## src/rtl/cpu_phase_sequencer_pkg.sv

```systemverilog
// Shared state codes and widths for the CPU phase sequencer.
package cpu_phase_sequencer_pkg;

  localparam int REGWIDTH       = 32;
  localparam int SEQ_PHASEWIDTH = 3;

  typedef enum logic [SEQ_PHASEWIDTH-1:0] {
    SEQ_IDLE     = 3'd0,
    SEQ_FETCH    = 3'd1,
    SEQ_DECODE   = 3'd2,
    SEQ_EXECUTE  = 3'd3,
    SEQ_MEM      = 3'd4,
    SEQ_MEM_WAIT = 3'd5,
    SEQ_WB       = 3'd6,
    SEQ_HALT     = 3'd7
  } state_t;

endpackage

```

## src/rtl/cpu_phase_sequencer_mem_wait_timer.sv

```systemverilog
// Memory-wait watchdog counter: cleared on MEM entry, counts unanswered MEM_WAIT cycles.
module cpu_phase_sequencer_mem_wait_timer #(
  parameter int MEM_WAIT_MAX = 15
) (
  input  logic clk,
  input  logic rst,
  input  logic clear,
  input  logic inc,
  output logic expired
);

  localparam logic [7:0] LAST = 8'(MEM_WAIT_MAX - 1);

  logic [7:0] count;

  always_ff @(posedge clk or posedge rst) begin
    if (rst) begin
      count <= 8'd0;
    end else if (clear) begin
      count <= 8'd0;
    end else if (inc) begin
      count <= count + 8'd1;
    end
  end

  // Terminal count: this MEM_WAIT cycle is the last one allowed without an ack.
  assign expired = (count == LAST);

endmodule

```

## src/rtl/cpu_phase_sequencer.sv

```systemverilog
// Multi-cycle CPU phase controller (Moore FSM). Optional single-step input is
// enabled by defining SEQ_SINGLE_STEP_EN.
module cpu_phase_sequencer
  import cpu_phase_sequencer_pkg::*;
#(
  parameter int RESET_HOLD   = 2,
  parameter int MEM_WAIT_MAX = 15
) (
  input  logic                      clk,
  input  logic                      rst,
  input  logic                      run,
  input  logic                      mem_access,
  input  logic                      mem_ready,
  input  logic                      halt_req,
`ifdef SEQ_SINGLE_STEP_EN
  input  logic                      step,
`endif
  output logic                      if_en,
  output logic                      mem_en,
  output logic                      reg_we_en,
  output logic                      pc_en,
  output logic [SEQ_PHASEWIDTH-1:0] phase,
  output logic                      busy,
  output logic                      halted,
  output logic                      timeout_err,
  output logic [REGWIDTH-1:0]       instr_count
);

  localparam logic [7:0] HOLD_INIT = 8'(RESET_HOLD);

  state_t        state;
  state_t        state_nxt;
  logic [7:0]    hold_cnt;
  logic          wait_clear;
  logic          wait_inc;
  logic          wait_expired;
  logic          step_start;

`ifdef SEQ_SINGLE_STEP_EN
  logic step_q;

  always_ff @(posedge clk or posedge rst) begin
    if (rst) begin
      step_q <= 1'b0;
    end else begin
      step_q <= step;
    end
  end

  // Only meaningful in IDLE with run low; edges elsewhere are simply dropped.
  assign step_start = step & ~step_q & ~run;
`else
  assign step_start = 1'b0;
`endif

  always_ff @(posedge clk or posedge rst) begin
    if (rst) begin
      state <= SEQ_IDLE;
    end else begin
      state <= state_nxt;
    end
  end

  always_ff @(posedge clk or posedge rst) begin
    if (rst) begin
      hold_cnt <= HOLD_INIT;
    end else if (state == SEQ_IDLE && hold_cnt != 8'd0) begin
      hold_cnt <= hold_cnt - 8'd1;
    end
  end

  always_ff @(posedge clk or posedge rst) begin
    if (rst) begin
      timeout_err <= 1'b0;
    end else if (state == SEQ_MEM_WAIT && !mem_ready && wait_expired) begin
      timeout_err <= 1'b1;
    end
  end

  always_ff @(posedge clk or posedge rst) begin
    if (rst) begin
      instr_count <= '0;
    end else if (state == SEQ_WB) begin
      instr_count <= instr_count + REGWIDTH'(1);
    end
  end

  always_comb begin
    state_nxt  = state;
    wait_clear = 1'b0;
    wait_inc   = 1'b0;
    case (state)
      SEQ_IDLE: begin
        if (hold_cnt == 8'd0 && (run || step_start)) begin
          state_nxt = SEQ_FETCH;
        end
      end
      SEQ_FETCH:   state_nxt = SEQ_DECODE;
      SEQ_DECODE:  state_nxt = SEQ_EXECUTE;
      SEQ_EXECUTE: state_nxt = mem_access ? SEQ_MEM : SEQ_WB;
      SEQ_MEM: begin
        wait_clear = 1'b1;
        state_nxt  = mem_ready ? SEQ_WB : SEQ_MEM_WAIT;
      end
      SEQ_MEM_WAIT: begin
        // An ack arriving on the watchdog's last cycle still completes the access.
        if (mem_ready) begin
          state_nxt = SEQ_WB;
        end else if (wait_expired) begin
          state_nxt = SEQ_HALT;
        end else begin
          wait_inc = 1'b1;
        end
      end
      SEQ_WB: begin
        if (halt_req) begin
          state_nxt = SEQ_HALT;
        end else if (run) begin
          state_nxt = SEQ_FETCH;
        end else begin
          state_nxt = SEQ_IDLE;
        end
      end
      SEQ_HALT:    state_nxt = SEQ_HALT;
      default:     state_nxt = SEQ_IDLE;
    endcase
  end

  cpu_phase_sequencer_mem_wait_timer #(
    .MEM_WAIT_MAX (MEM_WAIT_MAX)
  ) u_mem_wait_timer (
    .clk     (clk),
    .rst     (rst),
    .clear   (wait_clear),
    .inc     (wait_inc),
    .expired (wait_expired)
  );

  assign phase     = state;
  assign if_en     = (state == SEQ_FETCH);
  assign mem_en    = (state == SEQ_MEM) || (state == SEQ_MEM_WAIT);
  assign reg_we_en = (state == SEQ_WB);
  assign pc_en     = (state == SEQ_WB);
  assign busy      = (state != SEQ_IDLE) && (state != SEQ_HALT);
  assign halted    = (state == SEQ_HALT);

endmodule

```

## config.mk

```make
export PLATFORM = sky130hd
export DESIGN_NAME = cpu_phase_sequencer
export DESIGN_NICKNAME = d
export VERILOG_FILES = /design/src/rtl/cpu_phase_sequencer_pkg.sv /design/src/rtl/cpu_phase_sequencer_mem_wait_timer.sv /design/src/rtl/cpu_phase_sequencer.sv
export SDC_FILE = /design/constraint.sdc
export NUM_CORES = 1
export LEC_CHECK = 0
export BUFFER_PORTS_ARGS = -buffer_cell sky130_fd_sc_hd__buf_2
export CORE_ASPECT_RATIO = 2
export CORE_MARGIN = 2
export CORE_UTILIZATION = 29
export CTS_CLUSTER_SIZE = 25
export DETAILED_ROUTE_END_ITERATION = 8
export PLACE_DENSITY = 0.46
export SLEW_MARGIN = 0
export SYNTH_ARGS = -nofsm -noshare
export SYNTH_HDL_FRONTEND = slang
export SYNTH_SLANG_ARGS = --single-unit
```

## constraint.sdc

```tcl
create_clock -name clk -period 1.5 [get_ports clk]
set_clock_uncertainty 0.05 [all_clocks]
set_input_delay 0.15 -clock clk [delete_from_list [all_inputs] [get_ports clk]]
set_output_delay 0.15 -clock clk [all_outputs]
set_load 0.1 [all_outputs]
```

==> results of run 1 <==
[cells by family after synthesis]
family | count (synthesis) | share of synthesized area (%)
buffers and inverters | 17 | 3.57
adders and majority gates | 5 | 2.41
DFF | 52 | 50.2
AOI/OAI and AO/OA | 18 | 5.26
xor gates and xnor gates | 43 | 14.5
and+or+nand+nor | 104 | 24.1
[worst min path at each step]
stage               slack (ns)                               endpoint  depth (start not counted)
floorplan                 0.26                   phase[0]$_DFFE_PP0P_                          2
global placement          0.07  u_mem_wait_timer.count[3]$_DFFE_PP0P_                          2
detailed placement        0.08  u_mem_wait_timer.count[3]$_DFFE_PP0P_                          2
CTS                       0.13                   phase[0]$_DFFE_PP0P_                          3
global route              0.13                   phase[0]$_DFFE_PP0P_                          3
finish                    0.11                   phase[0]$_DFFE_PP0P_                          3
[final cells by class]
| class | instances | share of cell area (%) |
|---|---|---|
| clock buffers | 6 | 3.04 |
| clock inverters | 2 | 0.826 |
| inverters | 9 | 0.945 |
| multi-input cells | 170 | 35.8 |
| flip-flops and latches | 52 | 31.4 |
| well taps | 100 | 2.95 |
| repair buffers | 119 | 25.0 |
[cells in the final DEF (no fill, tap or decap), types with 3 or more instances in the layout]
master / netlist / layout
buf_4: 1 / 50
buf_2: 2 / 35
xnor2_1: 35 / 30
dfrtp_1: 51 / 27
dfrtp_2: 0 / 24
nand4_1: 19 / 19
buf_6: 3 / 14
buf_12: 0 / 14
nor2_1: 16 / 13
nand3_2: 0 / 10
nand2_1: 14 / 9
and3_1: 10 / 9
xor2_1: 8 / 8
inv_1: 9 / 6
clkbuf_16: 0 / 6
xnor2_2: 0 / 5
and2_1: 4 / 4
nand2_4: 0 / 4
nand3_4: 0 / 4
nand3b_1: 4 / 4
o21ai_1: 0 / 4
ha_1: 5 / 4
and4_1: 3 / 3
nor4_4: 1 / 3
nand3_1: 17 / 3
nor3_1: 6 / 3
clkbuf_4: 0 / 3
[per-stage QoR]
step	TNS, ns	total power [mW]
floorplan	-23.89	3.70
global placement	-1.28	4.74
detailed placement	-2.13	4.77
CTS	-3.13	6.38
global route	-6.20	6.82
finish	-3.32	6.55
[flip-flops by register name, summed over array words and instances (netlist names)]
name,count
instr_count,32
hold_cnt,8
u_mem_wait_timer.count,8
phase,3
timeout_err,1
[repair_timing]
item                       in CTS  in global routing
hold buffers                    1                  0
hold endpoints to repair       12                  0
gates resized for setup        17                 41
setup endpoints to repair      43                 52
pin swaps                      11                 32
buffers inserted                9                  9
cloned                          0                  2
[power groups by stage]
stage	Clock [mW]	Sequential, mW	Combinational (mW)
after detailed placement	0	1.71	3.06
final	1.31	1.69	3.55
after floorplan	0	2.42	1.28
after global placement	0	1.70	3.04
after global routing	1.40	1.71	3.71
after CTS	1.36	1.68	3.33
[worst register-to-register path, stage by stage (launching register included)]
cell     delay (ns)
dfrtp_2        0.42
buf_6          0.13
or3_4          0.33
a31oi_4        0.27
nand4_1        0.16
xnor2_1        0.16
[per-layer routing]
metal | GRT usage [%] | routed length, um | up-vias
li1 | - | - | 1076
met1 | 15.0 | 2540 | 1119
met2 | 26.6 | 3920 | 33
met3 | 2.78 | 170 | 10
met4 | 6.39 | 149 | 0
met5 | 0 | 0 | -
==> metrics.md, run 1 <==
| Metric | Value |
|---|---|
| Status | `complete, but fails checks` |
| Violated checks | `negative setup slack` |
| Instance area at placement | `3600 um2` |
| Post-synth EDFFs | `0` |
| Final design utilization | `49.0%` |
| Clock power share | `19.9%` |
| Number of clock buffers inserted by TritonCTS | `5` |
| Avg Cell Area, Syn | `10.9 um2` |
| Static leakage | `2.06 nW` |
| CP Data Arrival Time | `1.44 ns` |
| Worst-case register-to-register setup slack | `-0.13 ns` |
| Routed wire per std cell | `14.8 um` |
| PortBufs | `47` |
| Syn Nets | `250` |
| Die footprint | `9770 um2` |
| Critical path depth in cells | `5` |
| Worst endpoint required time | `1.30 ns` |
| Root Buffer Master | `clkbuf_16` |
| Count of maximum capacitance violations | `0` |
| Fraction of synthesized cell area taken by the top area cell type | `49.2%` |
| Largest buffer count on any clock path | `2` |
| Async S/R FF share, synth | `100%` |
| Inst Count DP | `429` |
| Number of vias per cell after detailed routing | `4.89` |
| Net load switching power | `2.81 mW` |
| Fraction of power consumed by combinational cells | `54.2%` |
| Leading post-synthesis cells by cell area | `dfrtp_1 (49%), xnor2_1 (12%), nand4_1 (4.6%), nand3_1 (3.3%), xor2_1 (2.7%)` |
| Placer Congestion | `0.773` |
| Fraction of final layout cells sized beyond drive strength 1 | `56.1%` |
| Cell with the most instances after synthesis | `dfrtp_1` |
| Max Fclk | `609 MHz` |
| Worst IR drop on VDD | `1.73 mV` |
| Worst path most repeated cell | `buf_12` |
| Total count of max-transition violations in the final report | `0` |
| Maximum number of pins on one net before global-route repair | `33` |
| Path type of the worst min-delay path | `in2reg` |
| R2R depth | `5` |
| Startpoint of the lowest-slack hold path | `run` |
| Maximum fanout count along the critical path | `7` |
| Post-route non-filler standard cell count | `458` |
| Insertion delay of the later-clocked pin in the worst-skew pair | `0.30 ns` |
| Worst Hold Slack | `0.114 ns` |
| Clock sinks | `52` |
| Startpoint of the worst register-to-register path | `phase[1]$_DFFE_PP0P_` |
| Proportion of synthesized chip area in sequential cells | `50.2%` |
| Worst slew slack as a fraction of its limit | `67.3%` |
| Kind of start point of the critical path | `flip-flop` |
| Capturing element type of the critical path | `output port` |
| Slowest stage cell, crit path | `dfrtp_2` |
| Part of the total power dissipated in sequential elements | `25.8%` |
| IO Pins | `48` |
| Register cell area after layout | `1330 um2` |
| Layout Nets | `368` |
| Antenna violations before repair | `0` |
| Initial cell density of the core | `30.0%` |
| Setup WS post-layout | `-0.141 ns` |
| Final standard cell area without fillers | `4240 um2` |
| Setup-failing EPs final | `43` |
| Dominant register cell in the synthesized netlist | `dfrtp_1` |
| Routed wire length | `6780 um` |
| End point of the critical path | `busy` |
| H-tree Lvls | `2` |
| Post-synthesis cell area | `2590 um2` |
| Cell Int Power | `3.74 mW` |
| Aggregate global-route resource usage | `14.2%` |
| Setup repair after global routing missed its margin | `yes` |
| Diodes inserted | `0` |
| Core footprint | `8650 um2` |
| Buffers plus inverters on the worst setup path | `3` |
| Sw Share | `42.9%` |
| Endpoint of the worst register-to-register path | `hold_cnt[7]$_DFFE_PP0P_` |
| Post-synth top area cell | `dfrtp_1` |
| Cells after Synth | `239` |
| Final Hold Fails | `0` |
| Vias in the first global route | `2290` |
| Drt first pass iters | `4` |
| Crit Path Class | `reg2out` |
| Post-CTS clock slew at the launch and capture registers of the worst setup and hold paths | `0.07 ns` |
| Clock tree from TritonCTS | `built` |
| Area occupied by multi-input gates | `1520 um2` |
| # fillers | `823` |
| Count of nets left with antenna violations after detail routing | `0` |
| Horizontal extent of the die | `70.9 um` |
| Initial drt markers | `84` |
| Final Critical Period | `1.64 ns` |
| Die height | `138 um` |
| Final HPWL from detailed placement | `4750 um` |
| Global-route wire length before repair | `10900 um` |
| Seq cells post-synth | `52` |
| Worst-margin pin slew | `0.494 ns` |
| Synthesis Warnings | `0` |
| Number of remaining DRC errors | `0` |
| Ranking of synthesized cells by instance count | `dfrtp_1 (51), xnor2_1 (35), nand4_1 (19)` |
| Yosys cell types | `39` |
| Critical Path Start | `phase[1]$_DFFE_PP0P_` |
| Series of cell instances along the critical path | `buf_6 -> buf_12 -> and3_4 -> nor2_4 -> buf_12` |
| Total number of vias | `2238` |
| Period utilization | `109%` |
| Maximum cell stage delay along the critical path | `0.42 ns` |
| PD cells | `1550 nW/um2` |
| Pre-CTS worst setup slack | `-0.124 ns` |
| Std-Cell Rows | `48` |
| Global-route congestion overflow total | `0` |
| Layout-stage area growth over the synthesis result | `63.4%` |
| Kind of cell adding the most delay to the critical path | `buffers and inverters` |
No activity file was read; power rests on OpenSTA's default activity.
==> inputs of run 2 (changes only) <==
--- a/config.mk
+++ b/config.mk
@@ -8,10 +8,10 @@
 export BUFFER_PORTS_ARGS = -buffer_cell sky130_fd_sc_hd__buf_2
 export CORE_ASPECT_RATIO = 2
 export CORE_MARGIN = 2
-export CORE_UTILIZATION = 29
+export CORE_UTILIZATION = 40
 export CTS_CLUSTER_SIZE = 25
 export DETAILED_ROUTE_END_ITERATION = 8
-export PLACE_DENSITY = 0.46
+export PLACE_DENSITY = 0.6
 export SLEW_MARGIN = 0
 export SYNTH_ARGS = -nofsm -noshare
 export SYNTH_HDL_FRONTEND = slang
==> metrics.md, run 2 (same netlist as run 1, synthesis figures left out) <==
| Metric | Value |
|---|---|
| PortBufs | `47 (unchanged)` |
| Total negative slack for setup checks | `-2.91 ns (+0.411 ns)` |
| Most common cell after layout, fill and taps aside | `buf_4` |
| Aggregate global-route resource usage | `18.9% (+4.7 points)` |
| Final Hold Fails | `0 (unchanged)` |
| Fraction of final layout cells sized beyond drive strength 1 | `55.5% (-0.62 points)` |
| Global-route congestion overflow total | `0 (unchanged)` |
| Crit Path Class | `reg2reg` |
| Layout-stage area growth over the synthesis result | `59.3%` |
| Routed wire length | `6380 um (-6.0%)` |
| Antenna violations before repair | `0 (unchanged)` |
| Final HPWL from detailed placement | `4360 um (-8.2%)` |
| Worst-margin pin slew | `0.492 ns (-0.00176 ns)` |
| Final Critical Period | `1.66 ns (+0.0149 ns)` |
| Violated checks | `negative setup slack` |
| Largest buffer count on any clock path | `2 (unchanged)` |
| Number of clock buffers inserted by TritonCTS | `5 (unchanged)` |
| Setup repair after global routing missed its margin | `yes` |
| Layout Nets | `363 (-1.4%)` |
| Area occupied by multi-input gates | `1500 um2 (-0.99%)` |
| Initial cell density of the core | `41.1% (+11 points)` |
| Total number of vias | `2241 (+0.13%)` |
| Core footprint | `6310 um2 (-27%)` |
| Insertion delay of the later-clocked pin in the worst-skew pair | `0.29 ns (about the same)` |
| Count of nets left with antenna violations after detail routing | `0 (unchanged)` |
| Clock tree from TritonCTS | `built` |
| Setup-failing EPs final | `40 (-7.0%)` |
| IO Pins | `48 (unchanged)` |
| Register ranked first by flip-flop count | `instr_count` |
| Initial drt markers | `71 (-15%)` |
| Count of maximum capacitance violations | `0 (unchanged)` |
| Top library cells by usage in the layout, fill and taps aside | `buf_4 (49), buf_2 (36), xnor2_1 (30), dfrtp_1 (27), dfrtp_2 (24)` |
| Static leakage | `1.97 nW (-4.7%)` |
| CP Data Arrival Time | `1.79 ns (+0.35 ns)` |
| Worst slew slack as a fraction of its limit | `67.4% (+0.12 points)` |
| Post-CTS clock slew at the launch and capture registers of the worst setup and hold paths | `0.07 ns (about the same)` |
| Routed wire per std cell | `14.5 um (-1.9%)` |
| Worst IR drop on VDD | `1.79 mV (+3.5%)` |
| PD cells | `1550 nW/um2 (+0.35%)` |
| Number of remaining DRC errors | `0 (unchanged)` |
| H-tree Lvls | `2 (unchanged)` |
| Horizontal extent of the die | `61.0 um (-14%)` |
| Global-route wire length before repair | `10400 um (-4.6%)` |
| Number of vias per cell after detailed routing | `5.10 (+4.5%)` |
| Clock sinks | `52 (unchanged)` |
| Period utilization | `110% (+0.99 points)` |
| Std-Cell Rows | `41 (-15%)` |
| Worst Hold Slack | `0.0971 ns (-0.0168 ns)` |
| Diodes inserted | `0 (unchanged)` |
| Max Fclk | `604 MHz (-0.90%)` |
| Maximum fanout count along the critical path | `4 (-3)` |
| # fillers | `494 (-40%)` |
| Worst-case register-to-register setup slack | `-0.16 ns (-0.03 ns)` |
| Worst endpoint required time | `1.63 ns (+0.33 ns)` |
| Capturing element type of the critical path | `flip-flop` |
| Setup WS post-layout | `-0.156 ns (-0.0149 ns)` |
| Drt first pass iters | `4 (unchanged)` |
| Total count of max-transition violations in the final report | `0 (unchanged)` |
| Registers with the most flip-flops | `instr_count (32), hold_cnt (8), u_mem_wait_timer.count (8)` |
| Final design utilization | `65.5% (+17 points)` |
| Number of flip-flops under the largest register name | `32 (unchanged)` |
| Root Buffer Master | `clkbuf_16` |
| Maximum number of pins on one net before global-route repair | `43 (+30%)` |
| Kind of start point of the critical path | `flip-flop` |
| Vias in the first global route | `2362 (+3.1%)` |
| Path type of the worst min-delay path | `in2reg` |
| Die footprint | `7190 um2 (-26%)` |
| Register cell area after layout | `1330 um2 (unchanged)` |
| Die height | `118 um (-14%)` |
| Status | `complete, but fails checks` |
| Placer Congestion | `0.807 (+4.4%)` |
==> run 2: cell types whose count changed in the layout (fill, tap and decap cells not counted), moves of 2 or more <==
cell,previous run,this run
clkbuf_4,3,0
nand2_2,1,4
nand2_4,4,1
o21ai_1,4,2
==> run 2: worst max-delay path, cell delays in order, from the launching register on <==
cell and delay, ns:
dfrtp_2 0.42, buf_6 0.13, or3_4 0.34, a31oi_4 0.23
buf_6 0.14, nand3b_1 0.09, xnor2_1 0.14
==> run 2: layer usage <==
metal | up-vias | part of all wire, % | track usage (%)
met5 | - | 0 | 0
met3 | 10 | 2.5 | 3.41
li1 | 1063 | - | -
met4 | 0 | 2.2 | 8.42
met2 | 36 | 58 | 34.1
met1 | 1132 | 37 | 20.0
==> run 2: repair_timing <==
action | 4_1_cts | 5_1_grt
endpoints found under the setup margin | 44 | 51
hold endpoints to repair | 10 | 0
gates cloned | 0 | 0
pin swaps | 23 | 12
buffers inserted | 15 | 2
gates resized for setup | 32 | 20
hold buffers | 1 | 0
==> run 2: worst paths after layout <==
check	endpoint	cells after the start	start
hold reg to reg	timeout_err$_DFFE_PP0P_	1	timeout_err$_DFFE_PP0P_
setup reg to reg	hold_cnt[3]$_DFFE_PP0P_	6	phase[1]$_DFFE_PP0P_
max in group asynchronous	hold_cnt[1]$_DFFE_PP1P_	4	rst
setup / recovery	hold_cnt[3]$_DFFE_PP0P_	6	phase[1]$_DFFE_PP0P_
min in group asynchronous	instr_count[24]$_DFFE_PP0P_	3	rst
hold / removal	phase[0]$_DFFE_PP0P_	3	run
==> run 2: final cells by class <==
cell class	instances	area share (%)
Sequential cell	52	32.2
Multi-Input combinational cell	170	36.3
Inverter	9	0.969
Clock inverter	2	0.333
Clock buffer	6	3.36
Timing Repair Buffer	114	24.2
Tap cell	86	2.60
==> run 2: stage by stage <==
stage	instance area, um2	power [mW]	worst slack, ns	cells
4_1_cts	4010	6.33	-0.137	438
6_report	4130	6.41	-0.156	439
3_3_place_gp	3590	4.75	-0.117	414
3_5_place_dp	3590	4.77	-0.126	414
5_1_grt	4130	6.65	-0.206	439
2_1_floorplan	2760	3.70	-0.633	239
==> run 2: where the power goes <==
part	switching (mW)	leakage (nW)	total (mW)	internal [mW]
combinational	2.17	1.22	3.54	1.37
sequential	0.135	0.669	1.68	1.55
clock	0.519	0.0772	1.19	0.668
